**config.mk**
```make
export PLATFORM = sky130hd
export DESIGN_NAME = nibble_rx
export DESIGN_NICKNAME = d
export VERILOG_FILES = /design/src/rtl/nibble_rx_pkg.sv /design/src/rtl/nibble_out_reg.sv /design/src/rtl/nibble_rx.sv
export SDC_FILE = /design/constraint.sdc
export NUM_CORES = 1
export LEC_CHECK = 0
export ABC_AREA = 1
export CAP_MARGIN = 30
export CORE_ASPECT_RATIO = 1.25
export CORE_MARGIN = 2
export CORE_UTILIZATION = 30
export DETAILED_ROUTE_END_ITERATION = 8
export SYNTH_ARGS = -nofsm -noshare
export SYNTH_HDL_FRONTEND = slang
export SYNTH_SLANG_ARGS = --single-unit
```
**constraint.sdc**
```tcl
create_clock -name clk -period 2.22 [get_ports clk]
set_input_delay 0.222 -clock clk [delete_from_list [all_inputs] [get_ports clk]]
set_output_delay 0.222 -clock clk [all_outputs]
set_load 0.05 [all_outputs]
```
**src/rtl/nibble_rx_pkg.sv**
```systemverilog
// nibble_rx_pkg: shared types and helpers for the nibble_rx serial receiver.
// Optional feature macro: NIBBLE_RX_PARITY_EN (adds an even-parity bit per frame).
package nibble_rx_pkg;

  // Receiver FSM states; PARITY is only reachable when parity is enabled.
  typedef enum logic [1:0] {
    IDLE   = 2'd0,
    DATA   = 2'd1,
    PARITY = 2'd2,
    STOP   = 2'd3
  } state_e;

  // Default payload width, matching the downstream encoder_decoder input.
  localparam int DATA_W_DEF = 4;

  // Even-parity bit for a zero-extended word: XOR of word and result is 0.
  function automatic logic even_parity(input logic [31:0] v);
    return ^v;
  endfunction

endpackage

```
**src/rtl/nibble_out_reg.sv**
```systemverilog
// nibble_out_reg: hold register with valid/ready handshake. Decides whether a
// good word loads or is dropped, and keeps the sticky overrun flag.
module nibble_out_reg #(
  parameter int DATA_W = 4
) (
  input  logic              clk,
  input  logic              rst_n,
  input  logic              word_valid_i,
  input  logic [DATA_W-1:0] word_i,
  input  logic              out_ready_i,
  input  logic              err_clr_i,
  output logic [DATA_W-1:0] data_o,
  output logic              valid_o,
  output logic              overrun_o,
  output logic              accept_o
);

  logic [DATA_W-1:0] data_q, data_d;
  logic              valid_q, valid_d;
  logic              overrun_q, overrun_d;
  logic              drop;

  // Load when empty or when the held word is consumed in this same cycle.
  always_comb begin
    accept_o  = word_valid_i & (~valid_q | out_ready_i);
    drop      = word_valid_i & ~accept_o;
    data_d    = data_q;
    valid_d   = valid_q;
    overrun_d = overrun_q;
    if (accept_o) begin
      data_d  = word_i;
      valid_d = 1'b1;
    end else if (valid_q & out_ready_i) begin
      valid_d = 1'b0;
    end
    // A new overrun takes priority over a clear in the same cycle.
    if (drop) begin
      overrun_d = 1'b1;
    end else if (err_clr_i) begin
      overrun_d = 1'b0;
    end
  end

  // Hold-register state.
  always_ff @(posedge clk or negedge rst_n) begin
    if (!rst_n) begin
      data_q    <= '0;
      valid_q   <= 1'b0;
      overrun_q <= 1'b0;
    end else begin
      data_q    <= data_d;
      valid_q   <= valid_d;
      overrun_q <= overrun_d;
    end
  end

  assign data_o    = data_q;
  assign valid_o   = valid_q;
  assign overrun_o = overrun_q;

endmodule

```
**src/rtl/nibble_rx.sv**
```systemverilog
// nibble_rx: framed serial-to-parallel receiver (start, DATA_W bits LSB first,
// optional even parity, stop). Build option: define NIBBLE_RX_PARITY_EN to
// add the parity bit and its check.
module nibble_rx
  import nibble_rx_pkg::*;
#(
  parameter int DATA_W = DATA_W_DEF,
  parameter int CNT_W  = 8
) (
  input  logic              clk,
  input  logic              rst_n,
  input  logic              bit_valid,
  input  logic              serial_in,
  input  logic              out_ready,
  input  logic              err_clr,
  output logic [DATA_W-1:0] binary_input,
  output logic              out_valid,
  output logic              frame_err,
  output logic              overrun,
  output logic [CNT_W-1:0]  word_count
);

  localparam int IDX_W = (DATA_W > 1) ? $clog2(DATA_W) : 1;
  localparam logic [IDX_W-1:0] LAST_IDX = IDX_W'(DATA_W - 1);

  state_e            state_q, state_d;
  logic [IDX_W-1:0]  idx_q, idx_d;
  logic [DATA_W-1:0] shift_q, shift_d;
  logic              frame_err_q, frame_err_d;
  logic [CNT_W-1:0]  count_q, count_d;
  logic              shift_en, eval_en, par_cap;
  logic              parity_ok, frame_good, accept;

  // FSM state register.
  always_ff @(posedge clk or negedge rst_n) begin
    if (!rst_n) state_q <= IDLE;
    else        state_q <= state_d;
  end

  // FSM next state: advances only on bit strobes.
  always_comb begin
    state_d = state_q;
    if (bit_valid) begin
      case (state_q)
        IDLE:    if (!serial_in) state_d = DATA;
        DATA: begin
          if (idx_q == LAST_IDX) begin
`ifdef NIBBLE_RX_PARITY_EN
            state_d = PARITY;
`else
            state_d = STOP;
`endif
          end
        end
        PARITY:  state_d = STOP;
        STOP:    state_d = IDLE;
        default: state_d = IDLE;
      endcase
    end
  end

  // FSM outputs: per-strobe action decode.
  always_comb begin
    shift_en = 1'b0;
    par_cap  = 1'b0;
    eval_en  = 1'b0;
    if (bit_valid) begin
      case (state_q)
        DATA:    shift_en = 1'b1;
        PARITY:  par_cap  = 1'b1;
        STOP:    eval_en  = 1'b1;
        default: ;
      endcase
    end
  end

  // Datapath next values: bits enter at the MSB so the first bit ends at bit 0.
  always_comb begin
    idx_d   = idx_q;
    shift_d = shift_q;
    if (bit_valid && state_q == IDLE) begin
      idx_d = '0;
    end else if (shift_en) begin
      idx_d   = idx_q + 1'b1;
      shift_d = {serial_in, shift_q[DATA_W-1:1]};
    end
  end

`ifdef NIBBLE_RX_PARITY_EN
  logic parity_q;

  // Captured parity bit of the current frame.
  always_ff @(posedge clk or negedge rst_n) begin
    if (!rst_n)       parity_q <= 1'b0;
    else if (par_cap) parity_q <= serial_in;
  end

  assign parity_ok = (even_parity({{(32-DATA_W){1'b0}}, shift_q}) == parity_q);
`else
  assign parity_ok = 1'b1;
`endif

  // Frame verdict on the stop strobe; the stop bit is the live serial_in.
  always_comb begin
    frame_good  = eval_en & serial_in & parity_ok;
    frame_err_d = eval_en & ~(serial_in & parity_ok);
    count_d     = accept ? count_q + 1'b1 : count_q;
  end

  // Shift register, bit index, error pulse and accepted-word counter.
  always_ff @(posedge clk or negedge rst_n) begin
    if (!rst_n) begin
      idx_q       <= '0;
      shift_q     <= '0;
      frame_err_q <= 1'b0;
      count_q     <= '0;
    end else begin
      idx_q       <= idx_d;
      shift_q     <= shift_d;
      frame_err_q <= frame_err_d;
      count_q     <= count_d;
    end
  end

  nibble_out_reg #(
    .DATA_W (DATA_W)
  ) u_out_reg (
    .clk          (clk),
    .rst_n        (rst_n),
    .word_valid_i (frame_good),
    .word_i       (shift_q),
    .out_ready_i  (out_ready),
    .err_clr_i    (err_clr),
    .data_o       (binary_input),
    .valid_o      (out_valid),
    .overrun_o    (overrun),
    .accept_o     (accept)
  );

  assign frame_err  = frame_err_q;
  assign word_count = count_q;

endmodule
```
# After elaboration in Yosys (flattened, before gate mapping)
# Cells that the tools add are included.
[word_totals]
register_bits = 23
input_bits = 6
out_inout_bits = 15
elab_cells = 46
[classes]
n_addsub = 2
eq_ne = 6
mux = 13
bitwise = 10
reduce_logical = 7
[op_table]
columns = ["operator", "n"]
rows = [
  ["adder 8 x 1 -> 8 bit, second input constant", 1],
  ["2-to-1 mux 1 bit", 8],
  ["2-to-1 mux 2 bit", 4],
  ["case mux 2 bit (4 select lines)", 1],
  ["equality test 2 bit, second input constant", 3],
  ["nonzero test 2 bit", 3],
  ["AND 1 bit", 5],
  ["inequality test 2 bit, second input constant", 2],
  ["NOT 1 bit", 4],
  ["AND reduction 3 bit", 1],
  ["adder 2 x 1 -> 2 bit, second input constant", 1],
  ["equality test 2 x 1 -> 1 bit, second input constant", 1],
  ["zero test 2 bit", 1],
  ["AND reduction 2 bit", 1],
  ["logical AND 1 bit", 1],
  ["OR 1 bit", 1],
]

# Longest topological paths before layout
[depth]
depth_word = 8
ltp_mapped = 7
mapped_depth_nobuf = 7

# By module
# From an unflattened synthesis, not the netlist that was laid out.
[unflattened]
cells_unflattened = 112
hier_area_um2 = 1037.2
[modules_own_cells]
columns = ["module", "instances", "cells_per_inst", "area_each_um2", "seq_area_each_um2"]
rows = [
  ["nibble_rx", 1, 86, 799.5, 425.4],
  ["nibble_out_reg", 1, 26, 237.7, 150.1],
]

# Worst setup path after synthesis
# OpenSTA, ideal clock, no wires.
[synth_path]
path_type = "reg2reg"
from = "reg count_q[0] (netlist: word_count[0])"
to = "reg count_q[6] (netlist: word_count[6])"
setup_ps = 119
t_arrival_ps = 1352
required_time_ps = 2101
setup_slack_ps = 748
stages_incl_launch_ff = 7
n_path_buf = 0
period_less_slack_ps = 1472
path_cell_list = "dfrtp_1 ha_1 nand3_1 nor2_1 nand2_1 nand2_1 nand2_1"
[synth_between]
elab_chain_len = 1
[synth_rtl]
columns = ["item", "line_no", "text"]
rows = [
  ["start: declaration", "nibble_rx.sv:30", "logic [CNT_W-1:0] count_q, count_d;"],
  ["start signal: assignment", "nibble_rx.sv:121", "count_q <= count_d;"],
  ["adder 8 x 1 -> 8 bit", "nibble_rx.sv:107", "count_d = accept ? count_q + 1'b1 : count_q;"],
]
# No other way between the ends.
# A chain may end at the register's enable or synchronous reset.

# Final worst setup path
[layout_path]
from = "reg count_q[0] (netlist: word_count[0])"
to = "out word_count[0]"
[layout_lines]
columns = ["item", "line_no", "text"]
rows = [
  ["end: declaration", "nibble_rx.sv:20", "output logic [CNT_W-1:0] word_count"],
]
# No word-level cell between the ends.

==> summary.md <==
| Metric | Value |
|---|---|
| # IOs | 21 |
| Fin nets | 153 |
| Post-route cell area | 0.001381 mm² |
| Maximum buffer depth of the clock tree | 2 |
| Net Sw Frac | 43.86% |
| CP top delay family | buffers and inverters |
| Clock network power share | 14.5% |
| R2r worst-path depth | 6 |
| Cells after synthesis | 118 |
| Final Cycle Share | 79.74% |
| Drt pass-1 iters | 4 |
| Post-CTS Setup Bufs | 0 |
| CTS H-tree depth | 1 |
| Initial antenna violation count | 0 |
| PortBufs | 20 |
| Sequential power share | 38.8% |
| Worst min-delay path category | in -> async |
| Vias in the first global route | 820 |
| Util after Layout | 39.32% |
| Antenna Cells | 0 |
| CP Capture Type | output pin |
| Worst-Margin Slew | 0.4964 ns |
| Worst EP required | 2.00 ns |
| First-pass GRT wire length | 3.456 mm |
| Total grt overflow | 0 |
| Post-route minimum period | 1.770 ns |
| FF+latch area | 575.6 µm² |
| Die Wd | 58.22 µm |
| Clock Skews | 0.003550 ns |
| Logic pwr share | 46.6% |
| Worst Path Arrival | 1.55 ns |
| Resized cells post-CTS | 0 |
| Post-route ant nets | 0 |
| WL/cell | 10.58 µm |
| GPL Wtd Cong | 0.7034 |
| Crit-path max cell delay | 0.84 ns |
| Met1 usage | 12.64% |
| Achievable clock frequency | 0.5649 GHz |
| Seq cells post-synth | 23 |
| Gr usage total | 10.41% |
| Outcome | finished clean |
| Critical-path maximum fanout | 4 |
| Area Growth Syn to Fin | 25.31% |
| DR vias/cell | 4.550 |
| DP Area | 0.001336 mm² |
| Clk sinks | 23 |
| Worst R2R Setup Slack | 0.73 ns |
| Leak pwr | 0.6358 nW |
| Fillers | 359 |
| PD cells | 1255 mW/mm² |
| CP Class | reg -> out |
| Most Used Layer, Global Route | met2 |
| Met2 usage | 18.69% |
| Initial Util | 31.37% |
| Critical R2R Capture | u_out_reg.data_o[1]$_DFFE_PN0P_ |
| Max Cap Viol | 0 |
| RSZ-0062 raised after global routing | false |
| CTS root buffer | clkbuf_8 |
| Cts bufs inserted | 3 |
| Pins Over Slew Limit | 0 |
| Hold buffers post-CTS | 0 |
| Die area | 0.004178 mm² |
| Final hold vios | 0 |
| Mean Syn Cell Area | 9.342 µm² |
| CTS tree | built |
| DRT Wirelength | 1.904 mm |
| Synth Warn # | 0 |
| Syn_nets | 129 |
| Critical-path cell list | clkdlybuf4s50_1 |
| Sw power | 760.4 µW |
| Seq/Total Area, Yosys | 52.21% |
| Slew headroom | 66.80% |
| Starting DRT DRC Count | 11 |
| Int Power | 973.3 µW |
| FF-to-FF Start | state_q[0]$_DFFE_PN0P_ |
| Vias post-DR | 819 |
| Worst Setup Start Kind | flip-flop |
| Post-Syn Area | 0.001102 mm² |
| Die Span Y | 71.77 µm |
| Core area | 0.003513 mm² |
| Drt drc | 0 |
| Setup Viol. Count Final | 0 |
| Synth cell types | 23 |
| DP HPWL | 1.515 mm |
| CP max-delay cell | clkdlybuf4s50_1 |
| Largest net degree at the start of global routing | 24 |
| Worst skew pair latency | 0.26 ns |
| Row cnt | 24 |
| Multi-input gate area | 444.2 µm² |
| WP buf/inv | 1 |
| Max VDD drop | 0.5587 mV |
| TNS Setup | 0 ns |
| Clock-pin slew on the worst setup and hold paths | 0.08 ns |
| Met3 Use GR | 1.625% |
| Share of cells above drive strength 1 | 12.77% |
-- placed cells by master (no fill, tap or decap), types with 2 or more instances in the layout --
cell type,instances
inv_2,3
nand2_2,2
inv_1,13
nand3b_1,2
ha_1,5
clkbuf_8,3
nor2_1,5
clkdlybuf4s50_1,20
dfrtp_1,23
nand3_1,4
o21ai_1,2
o21ai_2,4
xnor2_1,3
nand2_1,35
o21ai_0,6
-- worst max path at each step --
stage	cells after the start	slack, ns	end	start
final	1	0.45	word_count[0]	word_count[0]$_DFFE_PN0P_
after global routing	1	0.40	word_count[0]	word_count[0]$_DFFE_PN0P_
after CTS	1	0.44	word_count[0]	word_count[0]$_DFFE_PN0P_
after detailed placement	6	0.57	u_out_reg.data_o[1]$_DFFE_PN0P_	serial_in
after global placement	6	0.61	u_out_reg.data_o[1]$_DFFE_PN0P_	serial_in
after floorplan	6	0.75	word_count[6]$_DFFE_PN0P_	word_count[0]$_DFFE_PN0P_
-- flip-flops by register name, indices dropped and copies added, names as in the netlist --
| name | count |
|---|---|
| frame_err | 1 |
| state_q | 2 |
| word_count | 8 |
| u_out_reg.valid_o | 1 |
| u_out_reg.overrun_o | 1 |
| idx_q | 2 |
| shift_q | 4 |
| u_out_reg.data_o | 4 |
-- cell families (layout without fill, tap and decap cells) --
group	count (synthesis)	in the layout	share of synthesized area, %
AOI/OAI and AO/OA	14	14	7.832
xor gates and xnor gates	4	4	3.860
adders and majority gates	5	5	5.675
buffers and inverters	18	41	7.492
DFF	23	23	52.21
and+or+nand+nor	54	54	22.93
-- per-stage QoR --
stage | std cells | hold slack [ns] | total power [mW] | setup WS (ns)
5_1_grt | 180 | 0.3538 | 1.862 | 0.3976
4_1_cts | 180 | 0.3176 | 1.760 | 0.4374
3_5_place_dp | 176 | 0.4753 | 1.502 | 0.5726
3_3_place_gp | 176 | 0.4641 | 1.479 | 0.6105
6_report | 180 | 0.3073 | 1.734 | 0.4497
2_1_floorplan | 118 | -0.07359 | 1.257 | 0.7484
-- cell usage after synthesis (all sizes together) --
library cell / n / area share, %
o22ai: 1 / 0.57
xnor2: 3 / 2.4
dfrtp: 23 / 52
buf: 2 / 2.0
a21oi: 1 / 0.45
nand3b: 2 / 1.4
xor2: 1 / 1.5
nand4: 1 / 0.57
o21ai: 12 / 6.8
nand3: 5 / 2.7
nor3: 2 / 1.9
nand2: 37 / 13
ha: 5 / 5.7
inv: 16 / 5.4
nor2: 7 / 3.3
-- final cells by class --
type,count,share of cell area (%)
sequential,23,41.67
multi-input combinational,77,32.16
timing repair buffer,21,15.04
inverter,16,4.348
tap,39,3.533
clock buffer,4,3.261
-- power groups by stage --
stage,Combinational [mW],Sequential (mW),Clock (mW)
2_1_floorplan,0.333,0.924,0
3_3_place_gp,0.802,0.678,0
3_5_place_dp,0.818,0.684,0
4_1_cts,0.822,0.677,0.260
5_1_grt,0.889,0.699,0.274
6_report,0.808,0.674,0.252
-- per-layer routing --
layer / wire length (µm) / up-vias
met5: 0 / -
met3: 57 / 2
met2: 1022 / 13
met1: 810 / 390
met4: 14 / 0
li1: - / 414
-- worst reg2reg max path: stages, from the launching register on --
cell	delay, ns
dfrtp_1	0.40
ha_1	0.23
nand3_2	0.14
nor2_4	0.27
inv_2	0.19
nand2_1	0.11
o21ai_2	0.05
No activity file was read; power rests on OpenSTA's default activity.
